$ cat config.mk
export PLATFORM = sky130hd
export DESIGN_NAME = execute_stage
export DESIGN_NICKNAME = d
export VERILOG_FILES = /design/src/rtl/execute_stage_pkg.sv /design/src/rtl/mul_iter_16.sv /design/src/rtl/execute_stage.sv
export SDC_FILE = /design/constraint.sdc
export NUM_CORES = 1
export LEC_CHECK = 0
export CAP_MARGIN = 20
export CORE_MARGIN = 2
export CORE_UTILIZATION = 49
export CTS_BUF_LIST = sky130_fd_sc_hd__clkbuf_8 sky130_fd_sc_hd__clkbuf_16
export DETAILED_ROUTE_END_ITERATION = 7
export GPL_TIMING_DRIVEN = 1
export HOLD_SLACK_MARGIN = 0.1
export PLACE_DENSITY = 0.73
export SLEW_MARGIN = 20
export SYNTH_ARGS = -nofsm -noshare
export SYNTH_HDL_FRONTEND = slang
export SYNTH_SLANG_ARGS = --single-unit
$ cat constraint.sdc
create_clock -name clk -period 2.9 [get_ports clk]
set_clock_uncertainty 0.05 [all_clocks]
set_input_delay 0.58 -clock clk [delete_from_list [all_inputs] [get_ports clk]]
set_output_delay 0.58 -clock clk [all_outputs]
set_load 0.005 [all_outputs]
$ cat src/rtl/execute_stage_pkg.sv
`default_nettype none
// ============================================================================
//  Module   : execute_stage_pkg
//  Purpose  : Shared definitions for the execute stage and its neighbours:
//             opcode encodings (LOAD/STORE are also decoded by the
//             memory-access stage), the bubble opcode, the datapath width
//             and the execute-stage FSM state encoding.
//  Revision : 1.0  initial release
// ============================================================================
package execute_stage_pkg;

  localparam int DATA_W     = 16;
  localparam int MUL_CYCLES = 16;

  // Opcode encodings
  localparam logic [3:0] OP_ADD   = 4'b0000;
  localparam logic [3:0] OP_SUB   = 4'b0001;
  localparam logic [3:0] OP_AND   = 4'b0010;
  localparam logic [3:0] OP_OR    = 4'b0011;
  localparam logic [3:0] OP_XOR   = 4'b0100;
  localparam logic [3:0] OP_SHL   = 4'b0101;
  localparam logic [3:0] OP_SHR   = 4'b0110;
  localparam logic [3:0] OP_MUL   = 4'b0111;
  localparam logic [3:0] OP_LOAD  = 4'b1100;
  localparam logic [3:0] OP_STORE = 4'b1110;
  localparam logic [3:0] OP_NOP   = 4'b1111;

  // Opcode carried by a pipeline bubble
  localparam logic [3:0] CTRL_BUBBLE = OP_NOP;

  typedef enum logic [1:0] {
    ST_IDLE     = 2'd0,
    ST_MUL_RUN  = 2'd1,
    ST_MUL_DONE = 2'd2
  } ex_state_e;

  // Single-cycle opcodes that produce a real (non-bubble) result.
  function automatic logic is_single_cycle_op(input logic [3:0] op);
    case (op)
      OP_ADD, OP_SUB, OP_AND, OP_OR, OP_XOR,
      OP_SHL, OP_SHR, OP_LOAD, OP_STORE: is_single_cycle_op = 1'b1;
      default:                           is_single_cycle_op = 1'b0;
    endcase
  endfunction

endpackage
`default_nettype wire

$ cat src/rtl/mul_iter_16.sv
`default_nettype none
// ============================================================================
//  Module   : mul_iter_16
//  Purpose  : Iterative shift-add multiplier, one partial product per cycle.
//             Returns the low WIDTH bits of op_a * op_b.
//  Ports    : clk, reset_n (async, active low)
//             start   - load operands, clear accumulator and counter
//             abort   - drop the current operation (wins over start)
//             op_a/b  - operands, sampled only on start
//             busy    - iterations in progress
//             done    - final iteration is being performed this cycle
//             product - accumulator; valid the cycle after done
//  Revision : 1.0  initial release
// ============================================================================
module mul_iter_16
  import execute_stage_pkg::*;
#(
  parameter int WIDTH = DATA_W,
  parameter int ITERS = MUL_CYCLES
) (
  input  logic             clk,
  input  logic             reset_n,
  input  logic             start,
  input  logic             abort,
  input  logic [WIDTH-1:0] op_a,
  input  logic [WIDTH-1:0] op_b,
  output logic             busy,
  output logic             done,
  output logic [WIDTH-1:0] product
);

  localparam int              CNT_W    = $clog2(ITERS);
  localparam logic [CNT_W-1:0] CNT_LAST = CNT_W'(ITERS - 1);

  logic [WIDTH-1:0] mcand_q,  mcand_d;
  logic [WIDTH-1:0] mplier_q, mplier_d;
  logic [WIDTH-1:0] acc_q,    acc_d;
  logic [CNT_W-1:0] cnt_q,    cnt_d;
  logic             busy_q,   busy_d;

  always_comb begin
    mcand_d  = mcand_q;
    mplier_d = mplier_q;
    acc_d    = acc_q;
    cnt_d    = cnt_q;
    busy_d   = busy_q;

    if (abort) begin
      acc_d  = '0;
      cnt_d  = '0;
      busy_d = 1'b0;
    end else if (start) begin
      mcand_d  = op_a;
      mplier_d = op_b;
      acc_d    = '0;
      cnt_d    = '0;
      busy_d   = 1'b1;
    end else if (busy_q) begin
      // Multiplicand moves left, multiplier right: bit i of op_b selects
      // op_a << i. Bits shifted past WIDTH are discarded (modulo result).
      if (mplier_q[0]) begin
        acc_d = acc_q + mcand_q;
      end
      mcand_d  = mcand_q << 1;
      mplier_d = mplier_q >> 1;
      if (cnt_q == CNT_LAST) begin
        cnt_d  = '0;
        busy_d = 1'b0;
      end else begin
        cnt_d = cnt_q + 1'b1;
      end
    end
  end

  always_ff @(posedge clk or negedge reset_n) begin
    if (!reset_n) begin
      mcand_q  <= '0;
      mplier_q <= '0;
      acc_q    <= '0;
      cnt_q    <= '0;
      busy_q   <= 1'b0;
    end else begin
      mcand_q  <= mcand_d;
      mplier_q <= mplier_d;
      acc_q    <= acc_d;
      cnt_q    <= cnt_d;
      busy_q   <= busy_d;
    end
  end

  assign busy    = busy_q;
  assign done    = busy_q && (cnt_q == CNT_LAST);
  assign product = acc_q;

endmodule
`default_nettype wire

$ cat src/rtl/execute_stage.sv
`default_nettype none
// ============================================================================
//  Module   : execute_stage
//  Purpose  : Execute stage of the 16-bit in-order pipeline. Single-cycle ALU
//             and address generation, plus an iterative multiplier that
//             stalls decode while it runs. All outputs come from a registered
//             boundary feeding the memory-access stage.
//  Ports    : clk, reset_n (async, active low)
//             *_id  inputs  - instruction from decode (held while stall_ex)
//             flush_ex      - kill current instruction, highest priority
//             stall_ex      - hold decode (combinational)
//             *_ex  outputs - registered instruction to memory access
//  Revision : 1.0  initial release
// ============================================================================
module execute_stage #(
  parameter int DATA_W     = execute_stage_pkg::DATA_W,
  parameter int MUL_CYCLES = execute_stage_pkg::MUL_CYCLES  // must equal DATA_W
) (
  input  logic              clk,
  input  logic              reset_n,
  input  logic              valid_id,
  input  logic [3:0]        control_id,
  input  logic [DATA_W-1:0] op_a_id,
  input  logic [DATA_W-1:0] op_b_id,
  input  logic [DATA_W-1:0] imm_id,
  input  logic [DATA_W-1:0] store_data_id,
  input  logic [4:0]        dest_reg_index_id,
  input  logic              dest_reg_write_en_id,
  input  logic              flush_ex,
  output logic              stall_ex,
  output logic [3:0]        control_ex,
  output logic [DATA_W-1:0] result_ex,
  output logic [DATA_W-1:0] reg_data_ex,
  output logic [4:0]        dest_reg_index_ex,
  output logic              dest_reg_write_en_ex
);

  import execute_stage_pkg::*;

  ex_state_e         state_q, state_d;
  logic [3:0]        control_q, control_d;
  logic [DATA_W-1:0] result_q, result_d;
  logic [DATA_W-1:0] reg_data_q, reg_data_d;
  logic [4:0]        dest_idx_q, dest_idx_d;
  logic              dest_we_q, dest_we_d;

  logic              mul_req;
  logic              mul_start;
  logic              mul_busy;
  logic              mul_done;
  logic [DATA_W-1:0] mul_product;
  logic [DATA_W-1:0] alu_result;

  assign mul_req   = valid_id && (control_id == OP_MUL) && !flush_ex;
  assign mul_start = (state_q == ST_IDLE) && mul_req;

  mul_iter_16 #(
    .WIDTH (DATA_W),
    .ITERS (MUL_CYCLES)
  ) u_mul (
    .clk     (clk),
    .reset_n (reset_n),
    .start   (mul_start),
    .abort   (flush_ex),
    .op_a    (op_a_id),
    .op_b    (op_b_id),
    .busy    (mul_busy),
    .done    (mul_done),
    .product (mul_product)
  );

  // Gated by reset_n so decode is never held while the stage is in reset,
  // whatever the inputs are doing.
  assign stall_ex = reset_n && !flush_ex &&
                    ((state_q == ST_MUL_RUN) || mul_start);

  always_comb begin
    alu_result = '0;
    case (control_id)
      OP_ADD:            alu_result = op_a_id + op_b_id;
      OP_SUB:            alu_result = op_a_id - op_b_id;
      OP_AND:            alu_result = op_a_id & op_b_id;
      OP_OR:             alu_result = op_a_id | op_b_id;
      OP_XOR:            alu_result = op_a_id ^ op_b_id;
      OP_SHL:            alu_result = op_a_id << op_b_id[3:0];
      OP_SHR:            alu_result = op_a_id >> op_b_id[3:0];
      OP_LOAD, OP_STORE: alu_result = op_a_id + imm_id;
      default:           alu_result = '0;
    endcase
  end

  // Next state and next pipeline-register contents. Every path that does
  // not explicitly produce an instruction leaves the bubble defaults.
  always_comb begin
    state_d    = state_q;
    control_d  = CTRL_BUBBLE;
    result_d   = '0;
    reg_data_d = '0;
    dest_idx_d = '0;
    dest_we_d  = 1'b0;

    if (flush_ex) begin
      state_d = ST_IDLE;
    end else begin
      case (state_q)
        ST_IDLE: begin
          if (mul_req) begin
            state_d = ST_MUL_RUN;
          end else if (valid_id && is_single_cycle_op(control_id)) begin
            control_d  = control_id;
            result_d   = alu_result;
            reg_data_d = (control_id == OP_STORE) ? store_data_id : '0;
            dest_idx_d = dest_reg_index_id;
            dest_we_d  = dest_reg_write_en_id;
          end
        end
        ST_MUL_RUN: begin
          if (mul_done) begin
            state_d = ST_MUL_DONE;
          end else if (!mul_busy) begin
            state_d = ST_IDLE;
          end
        end
        ST_MUL_DONE: begin
          // Decode still holds the MUL, so its dest fields are current.
          control_d  = OP_MUL;
          result_d   = mul_product;
          dest_idx_d = dest_reg_index_id;
          dest_we_d  = dest_reg_write_en_id;
          state_d    = ST_IDLE;
        end
        default: begin
          state_d = ST_IDLE;
        end
      endcase
    end
  end

  always_ff @(posedge clk or negedge reset_n) begin
    if (!reset_n) begin
      state_q    <= ST_IDLE;
      control_q  <= CTRL_BUBBLE;
      result_q   <= '0;
      reg_data_q <= '0;
      dest_idx_q <= '0;
      dest_we_q  <= 1'b0;
    end else begin
      state_q    <= state_d;
      control_q  <= control_d;
      result_q   <= result_d;
      reg_data_q <= reg_data_d;
      dest_idx_q <= dest_idx_d;
      dest_we_q  <= dest_we_d;
    end
  end

  assign control_ex           = control_q;
  assign result_ex            = result_q;
  assign reg_data_ex          = reg_data_q;
  assign dest_reg_index_ex    = dest_idx_q;
  assign dest_reg_write_en_ex = dest_we_q;

endmodule
`default_nettype wire

==> parameters.txt, run 1 <==
Parameter                              Value

Run status
  Run status ... finished, violations left
  Violated checks ... setup timing

Power and ir drop
  Leakage ... 5.242 nW
  Combinational power share ... between 30% and 40%
  Max VDD drop ... 0.3833 mV
  Power density over the cells ... between 300 and 400 mW/mm^2
  Net switching power ... 1.314 mW
  Switching part of the total power ... approximately 33%
  Internal ... 2.679 mW
  Final total power ... 3.993 mW
  Relative contribution of sequential cells to total power ... 35.4%
  Share of total power in the clock network ... between 30 and 40%

CTS
  Clk root buf ... sky130_fd_sc_hd__clkbuf_16
  Number of buffers added by the clock tree synthesis step ... 9
  Number of levels in the clock H-tree ... 3
  Bufs on Longest Clock Path ... 2
  Worst-Skew Late Latency ... 0.36 ns
  Clock tree from TritonCTS ... built
  Clock transition at the registers of the reported paths ... 0.08 ns
  Number of sinks handled by clock tree synthesis ... 97

Timing
  Relative slew slack ... 55.78%
  Fin. Hold Viols ... 0
  Portion of the clock cycle consumed by the worst path in the final layout ... 118.6%
  Max-slew violations ... 0
  Fmax achieved ... 290.8 MHz
  Tmin final ... between 3 and 4 ns
  RSZ-0062 raised after global routing ... true
  Worst slew pin tran ... 0.6633 ns
  Setup-violating endpoint count in the final report ... 11
  Slack of the critical path ... -0.5383 ns

Detailed routing
  Number of nets still failing antenna checks after routing ... 0
  Sum of met3 wire segment lengths after detailed routing ... 2.770 mm
  Post-route DRC violation count ... 0
  Initial DRT Pass Iterations ... 5
  Vias after detailed routing ... 8968
  Detailed route wirelength on metal2 ... ~14 mm
  Vias/cell ... 6.151
  Total detailed-routing wirelength ... 30.74 mm
  Highest signal layer in the routed design ... met4
  DRT met1 WL ... 12.98 mm
  Final routed wire length divided by cell count ... 21.09 um
  Drt initial violations ... 782

Yosys
  Net count after synthesis ... 1110
  Gate count after technology mapping ... between 900 and 1000
  Flops & latches, synth ... 97
  Fraction of registers with async set/reset ... 100.0%
  Share of synthesized area occupied by flip-flops and latches ... ~29%
  Synth Cell Area ... 0.008259 mm^2
  Netlist cell types ... 70
  Number of enable flip-flop cells after synthesis ... 0
  Top_reg_cell synth ... sky130_fd_sc_hd__dfrtp_1
  Mean Syn Cell Area ... 8.585 um^2
  Count of synthesis-stage warnings from yosys ... 0

Worst setup path
  Slowest library cell on the worst path ... sky130_fd_sc_hd__or4_4
  Maximum fanout along the worst path ... 3
  Setup crit start kind ... primary input
  Crit Path Class ... primary input to flop
  Ordered list of cells on the worst path ... buf_6 > or4_4 > or3_4 > or4_4 > a222oi_1 > inv_1 > ha_4 > buf_6 > a21oi_4 > nor3_2 > a211o_1 > a211oi_2 > a221oi_2
  Setup crit end kind ... flop
  Data required time at the worst endpoint ... 3.09 ns
  CP peak stage delay ... 0.56 ns
  CP Data Arrival Time ... 3.63 ns

Place
  Routability congestion estimate ... 1.012
  IO Port Bufs ... 120
  Post-placement worst setup slack ... -1.276 ns
  Half-perimeter wire length after detailed placement ... 24.00 mm

Global route
  Antenna violations before repair ... 0
  First-pass GRT wire length ... 47.72 mm
  Grt ovf ... 0
  All-Layer GR Usage ... about 35%
  Number of global-route vias before repair ... 8652
  Maximum number of pins on one net before global-route repair ... 63

Floorplan
  Die Footprint ... roughly 0.018 mm^2
  Boundary pin count ... 121
  Initial standard-cell utilization of the core ... 49.98%
  Standard-cell row count ... 47
  Vertical die dimension ... about 130 um
  Horizontal die dimension ... 133.8 um
  Core region area ... 0.01652 mm^2

Cells and area
  Share of final-layout standard cells stronger than drive strength 1 ... 27.38%
  Most frequent standard cell in the layout excluding fill and tap cells ... sky130_fd_sc_hd__buf_4
  Final-layout fill cell count ... 1272
  Most frequent cells in the layout ... 183 x sky130_fd_sc_hd__buf_4, 106 x sky130_fd_sc_hd__clkdlybuf4s50_1, 105 x sky130_fd_sc_hd__nand2_1
  Nets@finish ... between 1000 and 1500
  Number of diodes added for antenna fixing ... 0
  Synth-to-layout area growth ... 44.24%
  Final Core Density ... 72.09%

Job
  Max_cap viols ... 0

Hold path
  Worst hold path class ... flop to flop
[stage by stage]
step	TNS (ns)	hold WS [ns]	instances	area (um^2)
final	-3.994	0.4333	1458	11910
after global routing	-4.971	0.4487	1458	11910
after CTS	-3.833	0.4360	1453	11730
after detailed placement	-15.55	0.3469	1424	11200
after global placement	-15.67	0.3463	1424	11200
after floorplan	-5.007	0.2344	962	8601
[state kept, by name, indices dropped and copies added (netlist names)]
name and flops:
u_mul.busy 1, state_q 2, u_mul.mcand_q 16, reg_data_ex 16, u_mul.product 16, result_ex 16
dest_reg_write_en_ex 1, u_mul.mplier_q 16, control_ex 4, u_mul.cnt_q 4, dest_reg_index_ex 5
[cells in the mapped netlist (3+ instances only)]
cell type	n	area [um^2]
sky130_fd_sc_hd__inv_1	41	153.9
sky130_fd_sc_hd__ha_1	68	850.8
sky130_fd_sc_hd__or3_1	12	75.07
sky130_fd_sc_hd__o2bb2ai_1	3	26.28
sky130_fd_sc_hd__nand3_1	24	120.1
sky130_fd_sc_hd__o21ai_0	70	350.3
sky130_fd_sc_hd__mux2_2	12	135.1
sky130_fd_sc_hd__xnor2_1	7	61.31
sky130_fd_sc_hd__a221o_1	8	80.08
sky130_fd_sc_hd__o22ai_1	9	56.30
sky130_fd_sc_hd__nand4_1	4	25.02
sky130_fd_sc_hd__a211o_1	3	26.28
sky130_fd_sc_hd__nand3b_1	5	37.54
sky130_fd_sc_hd__nor2_1	51	191.4
sky130_fd_sc_hd__buf_1	7	26.28
sky130_fd_sc_hd__or4_1	3	22.52
sky130_fd_sc_hd__dfstp_2	4	105.1
sky130_fd_sc_hd__nor3_1	34	170.2
sky130_fd_sc_hd__dfrtp_1	93	2327
sky130_fd_sc_hd__a22o_1	4	35.03
sky130_fd_sc_hd__nor2b_1	10	62.56
sky130_fd_sc_hd__o21a_1	11	82.58
sky130_fd_sc_hd__clkbuf_1	41	153.9
sky130_fd_sc_hd__xor2_1	7	61.31
sky130_fd_sc_hd__mux2i_1	66	660.6
sky130_fd_sc_hd__nand2b_1	8	50.05
sky130_fd_sc_hd__a211oi_1	28	210.2
sky130_fd_sc_hd__mux4_2	9	202.7
sky130_fd_sc_hd__o211ai_1	11	82.58
sky130_fd_sc_hd__o221ai_1	4	35.03
sky130_fd_sc_hd__a2111oi_0	5	43.79
sky130_fd_sc_hd__o31ai_1	5	37.54
sky130_fd_sc_hd__a21o_1	11	82.58
sky130_fd_sc_hd__nor4_1	5	31.28
sky130_fd_sc_hd__buf_2	10	50.05
sky130_fd_sc_hd__a21oi_1	47	235.2
sky130_fd_sc_hd__o21bai_1	7	52.55
sky130_fd_sc_hd__a221oi_1	5	43.79
sky130_fd_sc_hd__nor3b_1	8	60.06
sky130_fd_sc_hd__and2_1	26	162.7
sky130_fd_sc_hd__nand2_1	111	416.7
sky130_fd_sc_hd__a22oi_1	10	75.07
sky130_fd_sc_hd__o2111ai_1	5	43.79
sky130_fd_sc_hd__or2_2	10	62.56
[power groups by stage]
stage | Combinational, mW | Sequential [mW] | Clock [mW]
after floorplan | 0.610 | 1.43 | 0
after global placement | 1.20 | 1.44 | 0
after detailed placement | 1.22 | 1.44 | 0
after CTS | 1.27 | 1.41 | 1.23
after global routing | 1.45 | 1.42 | 1.30
final | 1.36 | 1.41 | 1.22
[cells by family (layout without fill, tap and decap cells)]
family | Yosys count | count (layout) | share of synthesized area (%)
compound gates | 272 | 272 | 22.22
xor+xnor | 14 | 14 | 1.485
fa+ha+maj | 70 | 70 | 10.79
buf+inv | 101 | 377 | 4.833
flops | 97 | 97 | 29.45
mux | 87 | 87 | 12.09
simple gates | 321 | 321 | 19.13
[path summary, 6_finish.rpt]
check / endpoint / startpoint / slack, ns / cells past startpoint
worst max-delay path: result_ex[13]$_DFF_PN0_ / op_b_id[1] / -0.54 / 13
worst min-delay path: u_mul.mplier_q[2]$_DFFE_PN0P_ / u_mul.mplier_q[2]$_DFFE_PN0P_ / 0.43 / 2
worst max register to register: u_mul.product[10]$_DFFE_PN0P_ / u_mul.product[0]$_DFFE_PN0P_ / 0.31 / 8
worst min register to register: u_mul.mplier_q[2]$_DFFE_PN0P_ / u_mul.mplier_q[2]$_DFFE_PN0P_ / 0.43 / 2
max in group asynchronous: reg_data_ex[9]$_DFF_PN0_ / reset_n / 1.44 / 3
min in group asynchronous: u_mul.product[1]$_DFFE_PN0P_ / reset_n / 0.51 / 2
[critical path, delay by kind of cell]
| family | cells | cell delay (ns) |
|---|---|---|
| buffers and inverters | 3 | 0.33 |
| adder cells (fa/ha/maj) | 1 | 0.19 |
| AND/OR/NAND/NOR | 4 | 1.42 |
| AO/OA/AOI/OAI | 5 | 1.10 |
[cell type report]
type	count	area (um^2)	share of cell area, %
well taps	220	275.3	2.311
multi-input cells	764	5954	49.98
clock inverters	6	51.30	0.4306
repair buffers	319	2800	23.51
flip-flops and latches	97	2432	20.42
clock buffers	10	239.0	2.006
inverters	42	160.2	1.344
[routing by layer]
| layer | global-route usage (%) | vias up |
|---|---|---|
| met1 | 47.00 | 4306 |
| li1 | - | 4104 |
| met4 | 12.17 | 0 |
| met5 | 0 | - |
| met3 | 8.125 | 97 |
| met2 | 54.13 | 461 |
[what timing repair did]
action	CTS	global route
endpoints found under the setup margin	16	14
gates resized for setup	83	33
hold endpoints to repair	2	0
hold buffers	1	0
pin swaps	49	28
buffers inserted	12	5
Power figures use the tool's default switching activity.
==> run 2, diff against run 1 <==
MAX_ROUTING_LAYER = met4   (was unset)
==> parameters.txt, run 2 (synthesis gave the netlist of run 1 again) <==
Parameter                              Value

Power and ir drop
  Share of total power in the clock network ... 31.5%
  Max VDD drop ... 0.4234 mV
  Combinational power share ... 34.2%
  Leakage ... 5.293 nW
  Relative contribution of sequential cells to total power ... 34.3%
  Internal ... between 2 and 3 mW
  Power density over the cells ... 342.3 mW/mm^2
  Net switching power ... between 1 and 1.5 mW
  Switching part of the total power ... 32.91%

Worst setup path
  Cell class contributing the biggest share of worst-path delay ... simple AND/OR/NAND/NOR gates
  CP peak stage delay ... 0.56 ns
  Most prevalent standard cell on the critical path ... sky130_fd_sc_hd__or4_4
  R2R setup slack ... around 0.27 ns
  Slowest library cell on the worst path ... sky130_fd_sc_hd__or4_4
  Launching instance or port of the critical path ... op_b_id[1]
  Setup crit end kind ... flop
  Setup crit start kind ... primary input
  Crit Path Class ... primary input to flop
  Number of buffer and inverter instances along the worst setup path ... 2
  Ordered list of cells on the worst path ... buf_6 > or4_4 > or3_4 > or4_4 > a222oi_1 > inv_1 > ha_4 > o21a_1 > nor2_2 > a211oi_2 > o311a_1 > a221oi_2
  Maximum fanout along the worst path ... 3
  FF-to-FF Start ... u_mul.product[0]$_DFFE_PN0P_
  Data required time at the worst endpoint ... 3.13 ns
  CP Data Arrival Time ... between 3 and 4 ns

Detailed routing
  Post-route DRC violation count ... 0
  Total detailed-routing wirelength ... 31.77 mm
  Number of nets still failing antenna checks after routing ... 0
  Final routed wire length divided by cell count ... 21.73 um
  Vias after detailed routing ... 8992
  Drt initial violations ... 1138
  Vias/cell ... 6.150
  Initial DRT Pass Iterations ... 6

Place
  Half-perimeter wire length after detailed placement ... between 20 and 25 mm
  Number of placed instances, taps included ... approximately 1400
  Routability congestion estimate ... a little over 1
  IO Port Bufs ... 120

CTS
  Hold buffers post-CTS ... 0
  Number of sinks handled by clock tree synthesis ... 97
  Clock transition at the registers of the reported paths ... 0.09 ns
  Bufs on Longest Clock Path ... 2
  Number of levels in the clock H-tree ... 3
  Clock tree from TritonCTS ... built
  Worst-Skew Late Latency ... 0.37 ns
  Clk root buf ... sky130_fd_sc_hd__clkbuf_16
  Number of buffers added by the clock tree synthesis step ... 9

Cells and area
  Nets@finish ... between 1000 and 1500
  Synth-to-layout area growth ... 45.92%
  Most frequent cells in the layout ... 189 x sky130_fd_sc_hd__buf_4, 107 x sky130_fd_sc_hd__nand2_1, 106 x sky130_fd_sc_hd__clkdlybuf4s50_1
  Most frequent standard cell in the layout excluding fill and tap cells ... sky130_fd_sc_hd__buf_4
  Sequential cell area ... 0.002432 mm^2
  Number of diodes added for antenna fixing ... 0
  Share of final-layout standard cells stronger than drive strength 1 ... between 20 and 30%
  Non-filler cells, final ... 1462
  Final-layout fill cell count ... 1257
  Area occupied by multi-input gates ... 0.006061 mm^2

Global route
  All-Layer GR Usage ... 36.38%
  Maximum number of pins on one net before global-route repair ... 63
  Antenna violations before repair ... 0
  Grt ovf ... 0
  First-pass GRT wire length ... 48.35 mm
  Number of global-route vias before repair ... 8659

Hold path
  Worst hold path class ... primary input to asynchronous set/reset pin

Timing
  Slack of the critical path ... -0.5080 ns
  Worst slew pin tran ... 0.7305 ns
  Portion of the clock cycle consumed by the worst path in the final layout ... 117.5%
  Fin. Hold Viols ... 0
  RSZ-0062 raised after global routing ... true
  Max-slew violations ... 0
  Fmax achieved ... 293.4 MHz
  Relative slew slack ... 51.12%
  Tmin final ... between 3 and 4 ns
  Fin Hold WS ... between 0.3 and 0.4 ns
  Setup-violating endpoint count in the final report ... 11

Run status
  Run status ... finished, violations left
  Violated checks ... setup timing

Floorplan
  Standard-cell row count ... 47
  Core region area ... 0.01652 mm^2
  Die Footprint ... ~0.018 mm^2
  Vertical die dimension ... 133.8 um
  Initial standard-cell utilization of the core ... about half
  Boundary pin count ... ~120
  Horizontal die dimension ... 133.8 um

Job
  Max_cap viols ... 0
## run 2: area by class of cell
class / count / area share (%)
repair buffers: 323 / 23.32
well taps: 220 / 2.284
clock buffers: 9 / 1.869
clock inverters: 7 / 0.7267
flip-flops and latches: 97 / 20.18
multi-input cells: 764 / 50.29
inverters: 42 / 1.329
## run 2: routing by layer
metal  global-route usage (%)  vias to the layer above  wire (um)  share of wire, %
met5                        -                        -          0                 0
met4                    12.23                        0       1134               3.6
met3                    6.349                       87       2740               8.6
met2                    54.87                      515      14550                46
met1                    49.78                     4282      13340                42
li1                         -                     4108          -                 -
## run 2: final timing paths
kind | cells after the start | to
worst max register to register | 8 | u_mul.product[12]$_DFFE_PN0P_
worst min-delay path | 2 | u_mul.mcand_q[3]$_DFFE_PN0P_
min in group clk | 2 | u_mul.mplier_q[2]$_DFFE_PN0P_
max in group asynchronous | 3 | u_mul.mplier_q[0]$_DFFE_PN0P_
worst max-delay path | 12 | result_ex[14]$_DFF_PN0_
worst min register to register | 2 | u_mul.mplier_q[2]$_DFFE_PN0P_
## run 2: power groups by stage
stage               clock, mW  combinational, mW  sequential [mW]
detailed placement          0               1.21             1.44
floorplan                   0              0.610             1.43
finish                   1.30               1.41             1.41
global route             1.38               1.50             1.42
global placement            0               1.20             1.44
CTS                      1.31               1.28             1.41
## run 2: repair_timing
item,CTS,global route
setup buffers,11,10
gates resized for setup,85,53
setup endpoints to repair,16,14
pin swaps,40,44
## run 2: worst reg2reg max path, cell delays in order (launching register included)
cell and delay (ns):
sky130_fd_sc_hd__dfrtp_1 0.41, sky130_fd_sc_hd__ha_1 0.25, sky130_fd_sc_hd__fa_1 0.43, sky130_fd_sc_hd__a211oi_1 0.39, sky130_fd_sc_hd__o211ai_1 0.23, sky130_fd_sc_hd__nand4_1 0.15, sky130_fd_sc_hd__nor4b_1 0.36, sky130_fd_sc_hd__o2111ai_1 0.18
sky130_fd_sc_hd__nand3_1 0.12
## run 2: metrics by stage
step	setup WS, ns	instance area [um^2]	TNS, ns	utilization, %	power, mW
global placement	-1.199	11160	-15.74	67.56	2.637
detailed placement	-1.243	11160	-16.62	67.56	2.653
floorplan	-0.8149	8601	-5.007	-	2.043
global route	-0.6131	12050	-4.709	72.93	4.293
CTS	-0.6365	11740	-3.502	71.06	4.008
finish	-0.5080	12050	-3.825	72.93	4.125
